## src/rtl/crc_32_frame_arbiter_pkg.sv

```systemverilog
// CRC-32 constants and byte-level helpers shared by the frame arbiter and its CRC engine.
// The engine runs MSB-first on bit-reversed bytes, which gives the standard reflected CRC-32.
package crc_32_byte_constants_and_functions;

    localparam logic [31:0] CRC_POLY          = 32'h04C1_1DB7;
    localparam logic [31:0] CRC_INITIAL_VALUE = 32'hFFFF_FFFF;

    typedef enum logic [1:0] {
        IDLE,
        RUN,
        RESULT
    } state_e;

    function automatic logic [7:0] revers_byts(input logic [7:0] b);
        logic [7:0] r;
        for (int i = 0; i < 8; i++) r[i] = b[7-i];
        return r;
    endfunction

    function automatic logic [31:0] not_reverse_4_byts(input logic [31:0] c);
        logic [31:0] r;
        for (int i = 0; i < 32; i++) r[i] = ~c[31-i];
        return r;
    endfunction

    function automatic logic [31:0] crc_step_byte(input logic [31:0] crc, input logic [7:0] d);
        logic [31:0] c;
        logic        fb;
        c = crc;
        for (int i = 0; i < 8; i++) begin
            fb = c[31] ^ d[7-i];
            c  = {c[30:0], 1'b0} ^ (fb ? CRC_POLY : 32'h0);
        end
        return c;
    endfunction

endpackage

```

## src/rtl/crc_32_frame_arbiter_engine.sv

```systemverilog
// Byte-serial CRC-32 register: one byte per enabled cycle, init has priority over en.
// crc_out is the finished (reflected and inverted) value of whatever has been absorbed so far.
module crc_32_byte_engine
    import crc_32_byte_constants_and_functions::*;
(
    input  logic        clk,
    input  logic        rst,
    input  logic        init,
    input  logic        en,
    input  logic [7:0]  data,
    output logic [31:0] crc_out
);

    logic [31:0] crc_q, crc_d;

    // NOTE: every signal written in an always_comb gets a default first, so no path can infer a latch.
    always_comb begin
        crc_d = crc_q;
        if (init) begin
            crc_d = CRC_INITIAL_VALUE;
        end else if (en) begin
            crc_d = crc_step_byte(crc_q, revers_byts(data));
        end
    end

    // NOTE: state registers use non-blocking assignments so all flops update together at the edge.
    always_ff @(posedge clk or posedge rst) begin
        if (rst) crc_q <= CRC_INITIAL_VALUE;
        else     crc_q <= crc_d;
    end

    assign crc_out = not_reverse_4_byts(crc_q);

endmodule

```

## src/rtl/crc_32_frame_arbiter.sv

```systemverilog
// Round-robin, frame-granular sharing of one CRC-32 engine between NUM_REQ byte sources,
// with the finished CRC, owner ID and byte count returned on a valid/ready result port.
module crc_32_frame_arbiter
    import crc_32_byte_constants_and_functions::*;
#(
    parameter  int NUM_REQ = 4,
    parameter  int LEN_W   = 16,
    localparam int ID_W    = $clog2(NUM_REQ)
) (
    input  logic                 clk,
    input  logic                 rst,
    input  logic [NUM_REQ-1:0]   req_valid,
    input  logic [NUM_REQ*8-1:0] req_data,
    input  logic [NUM_REQ-1:0]   req_last,
    output logic [NUM_REQ-1:0]   req_ready,
    output logic                 res_valid,
    input  logic                 res_ready,
    output logic [31:0]          res_crc,
    output logic [ID_W-1:0]      res_id,
    output logic [LEN_W-1:0]     res_len,
    output logic                 busy
);

    state_e            state_q, state_d;
    logic [ID_W-1:0]   grant_q, grant_d;
    logic [ID_W-1:0]   last_grant_q, last_grant_d;
    logic [LEN_W-1:0]  len_q, len_d;
    logic [ID_W-1:0]   rr_pick;
    logic [ID_W:0]     cand;
    logic              crc_init, crc_en;
    logic [7:0]        byte_sel;

    // Walk offsets from farthest to nearest so the closest valid requester after last_grant wins.
    always_comb begin
        rr_pick = last_grant_q;
        cand    = '0;
        for (int off = NUM_REQ; off >= 1; off--) begin
            cand = {1'b0, last_grant_q} + (ID_W+1)'(off);
            if (cand >= (ID_W+1)'(NUM_REQ)) cand = cand - (ID_W+1)'(NUM_REQ);
            if (req_valid[cand[ID_W-1:0]]) rr_pick = cand[ID_W-1:0];
        end
    end

    assign byte_sel = req_data[{grant_q, 3'b000} +: 8];

    always_comb begin
        state_d      = state_q;
        grant_d      = grant_q;
        last_grant_d = last_grant_q;
        len_d        = len_q;
        req_ready    = '0;
        res_valid    = 1'b0;
        crc_init     = 1'b0;
        crc_en       = 1'b0;
        case (state_q)
            IDLE: begin
                if (|req_valid) begin
                    grant_d  = rr_pick;
                    crc_init = 1'b1;
                    len_d    = '0;
                    state_d  = RUN;
                end
            end
            RUN: begin
                req_ready[grant_q] = 1'b1;
                if (req_valid[grant_q]) begin
                    crc_en = 1'b1;
                    if (len_q != {LEN_W{1'b1}}) len_d = len_q + LEN_W'(1);
                    if (req_last[grant_q]) state_d = RESULT;
                end
            end
            RESULT: begin
                res_valid = 1'b1;
                if (res_ready) begin
                    last_grant_d = grant_q;
                    state_d      = IDLE;
                end
            end
            default: state_d = IDLE;
        endcase
    end

    always_ff @(posedge clk or posedge rst) begin
        if (rst) begin
            state_q      <= IDLE;
            grant_q      <= '0;
            last_grant_q <= ID_W'(NUM_REQ - 1);
            len_q        <= '0;
        end else begin
            state_q      <= state_d;
            grant_q      <= grant_d;
            last_grant_q <= last_grant_d;
            len_q        <= len_d;
        end
    end

    crc_32_byte_engine u_engine (
        .clk     (clk),
        .rst     (rst),
        .init    (crc_init),
        .en      (crc_en),
        .data    (byte_sel),
        .crc_out (res_crc)
    );

    assign res_id  = grant_q;
    assign res_len = len_q;
    assign busy    = (state_q != IDLE);

endmodule

```

## config.mk

```make
export PLATFORM = sky130hd
export DESIGN_NAME = crc_32_frame_arbiter
export DESIGN_NICKNAME = d
export VERILOG_FILES = /design/src/rtl/crc_32_frame_arbiter_pkg.sv /design/src/rtl/crc_32_frame_arbiter_engine.sv /design/src/rtl/crc_32_frame_arbiter.sv
export SDC_FILE = /design/constraint.sdc
export NUM_CORES = 1
export LEC_CHECK = 0
export ABC_AREA = 1
export CORE_UTILIZATION = 51
export CTS_CLUSTER_DIAMETER = 80
export CTS_CLUSTER_SIZE = 20
export DETAILED_ROUTE_END_ITERATION = 8
export PLACE_DENSITY_LB_ADDON = 0.12
export SYNTH_ARGS = -nofsm -noshare
export SYNTH_HDL_FRONTEND = slang
export SYNTH_SLANG_ARGS = --single-unit
export TNS_END_PERCENT = 30
```

## constraint.sdc

```tcl
create_clock -name clk -period 1.95 [get_ports clk]
set_input_delay 0.39 -clock clk [delete_from_list [all_inputs] [get_ports clk]]
set_output_delay 0.39 -clock clk [all_outputs]
set_load 0.05 [all_outputs]
```

==> metrics.txt <==
clk buf depth 2; most frequent cells after synthesis nand2_1 (241), inv_1 (104), nand3_1 (55), nor2_1 (38), dfstp_2 (34); Iter 0 DRT Violations 234; fin util 0.812; vias in the first global route 4795; number of synthesized flops with an enable pin 0; diode count 0; DR pass1 iterations 6; global route overflow 0; f_max 466 MHz; pre-CTS WS -0.366 ns; top-area cell type share of the netlist area 0.213; max-cap viol count 0; setup violators final 37; min-delay worst type input pin to asynchronous set/reset pin; Syn Nets 705; largest net degree at the start of global routing 55; Ports 99; final instance area 0.00640 mm^2; Reg clk slew, reported paths 0.12 ns; root buffer cell clkbuf_8; crit-path max FO 7; Clock Latency Late Sink 0.33 ns; Synth Register Bits 54; first-pass GRT wire length 21900 um; fin crit period 2.15 ns; ANT nets after route 0; Max Clock Skew 0.00928 ns; CP endpoint kind flip-flop; Syn Inst Count 661; full die area 0.00870 mm^2; Worst slew margin 0.657; Slew @ Worst Pin 0.513 ns; wire per inst 15.3 um; DP Area 0.00574 mm^2; Hold Buf Count CTS 0; cell row count 32; Ys Warns 0; hpwl dp 10000 um; Area Growth Syn to Fin 50.6%; final hold violation count 0; TritonCTS clock tree yes; failing checks negative setup slack; post-synth top area cell nand2_1; DRC 0; status finished with violations; total routed wirelength 14200 um; most common cell in the synthesized netlist nand2_1; Starting Density 0.539; ys async rst share 1.00; filler-free cell count of the finished design 925; CTS H-Tree Depth 2; cts bufs inserted 5; Final period util 1.10; startpoint types flip-flop; WS Path Type flip-flop to flip-flop; initial antenna violation count 0; Die X 93.3 um; RePlAce Congestion 0.919; max-slew violations 0; PnR worst setup slack -0.195 ns; RSZ-0062 raised after global routing yes; ys flop type dfstp_2; vias per inst 5.37; core area 0.00789 mm^2; placed cells 899; die height 93.3 um; via count 4968; synthesized area 0.00425 mm^2; Port Buffers 98; worst endpoint required time 2.21 ns; WP data arrival 2.41 ns; fraction of layout cells with a size suffix above 1 0.332; nets 866; Total GRT Usage 0.323; top cells by area, synth nand2_1 (21%), dfstp_2 (21%), dfrtp_1 (12%); Avg Inst Size Synth 6.43 um^2; post-synthesis sequential area ratio 0.328; CTS sink count 54; synth unique cells 37
-- stage by stage --
stage | hold slack [ns] | TNS [ns]
3_5_place_dp | 0.464 | -8.26
6_report | 0.445 | -2.33
5_1_grt | 0.465 | -6.74
2_1_floorplan | 0.446 | -0.846
4_1_cts | 0.442 | -0.522
3_3_place_gp | 0.457 | -5.17
-- metal layers --
layer  GRT usage  up-vias  wire length (um)
met5           0        -                 0
li1            -     2387                 -
met3      0.0553       43              1190
met4       0.128        0               417
met1       0.395     2279              5670
met2       0.564      259              6920
-- layout by cell type, fill, tap and decap left out, types with 6 or more instances in the layout --
master,n
o22ai_1,14
nor2_2,6
buf_12,9
dfstp_2,34
buf_6,10
o21ai_1,10
buf_4,82
o21ai_0,19
nor2_1,30
nand2_4,24
clkdlybuf4s50_1,43
nand3_1,51
nand4_1,6
nor3_1,9
a21oi_1,9
xor2_1,28
a21oi_2,6
nand2_1,175
inv_1,99
dfrtp_1,18
nand2_2,58
inv_2,8
dlygate4sd2_1,24
-- timing repair --
| item | 4_1_cts | 5_1_grt |
|---|---|---|
| buffers inserted | 16 | 2 |
| resized for setup | 91 | 69 |
| pin swaps | 29 | 24 |
| endpoints found under the setup margin | 53 | 53 |
-- area by class of cell --
cell class                 instances  area [um^2]
multi-input combinational        482         2800
tap                              102          128
timing repair buffer             169         1560
clock inverter                     3         26.3
clock buffer                       5         68.8
sequential                        54         1400
inverter                         110          425
fill                             531         1490
-- worst paths after layout --
path	startpoint	end	slack, ns	depth (start not counted)
setup reg to reg	res_id[0]$_DFFE_PP0P_	u_engine.crc_q[5]$_DFFE_PP1P_	-0.20	15
max in group asynchronous	rst	u_engine.crc_q[23]$_DFFE_PP1P_	1.20	3
setup / recovery	res_id[0]$_DFFE_PP0P_	u_engine.crc_q[5]$_DFFE_PP1P_	-0.20	15
hold reg to reg	u_engine.crc_q[16]$_DFFE_PP1P_	u_engine.crc_q[16]$_DFFE_PP1P_	0.48	2
min in group clk	u_engine.crc_q[16]$_DFFE_PP1P_	u_engine.crc_q[16]$_DFFE_PP1P_	0.48	2
hold / removal	rst	res_len[3]$_DFFE_PP0P_	0.45	3
-- kinds of logic (layout without fill, tap and decap cells) --
| family | after synthesis | in the layout | share of synthesized area |
|---|---|---|---|
| buffers and inverters | 125 | 287 | 0.117 |
| adder cells (fa/ha/maj) | 1 | 1 | 0.00294 |
| flip-flops | 54 | 54 | 0.328 |
| XOR/XNOR | 32 | 32 | 0.0721 |
| AND/OR/NAND/NOR | 373 | 373 | 0.373 |
| AO/OA/AOI/OAI | 76 | 76 | 0.107 |
-- state kept, by name, summed over array words and instances, names as in the netlist --
register and count:
last_grant_q 2, res_id 2, state_q 2, res_len 16, u_engine.crc_q 32
-- critical path: stages (launching register included) --
cell and delay [ns]:
dfrtp_2 0.50, buf_6 0.16, nor2_4 0.21, buf_6 0.14
a21oi_4 0.06, nand2_2 0.09, nand2_2 0.08, nand2_4 0.11
nand2_2 0.07, nand2_4 0.09, nand2_2 0.08, nand2_4 0.08
buf_4 0.10, nand3_1 0.10, nand3_1 0.11, o21ai_1 0.07
Power is left out: the tool's default activity adds up to more than one toggle a clock period on the data nets, which glitch-free logic cannot reach.
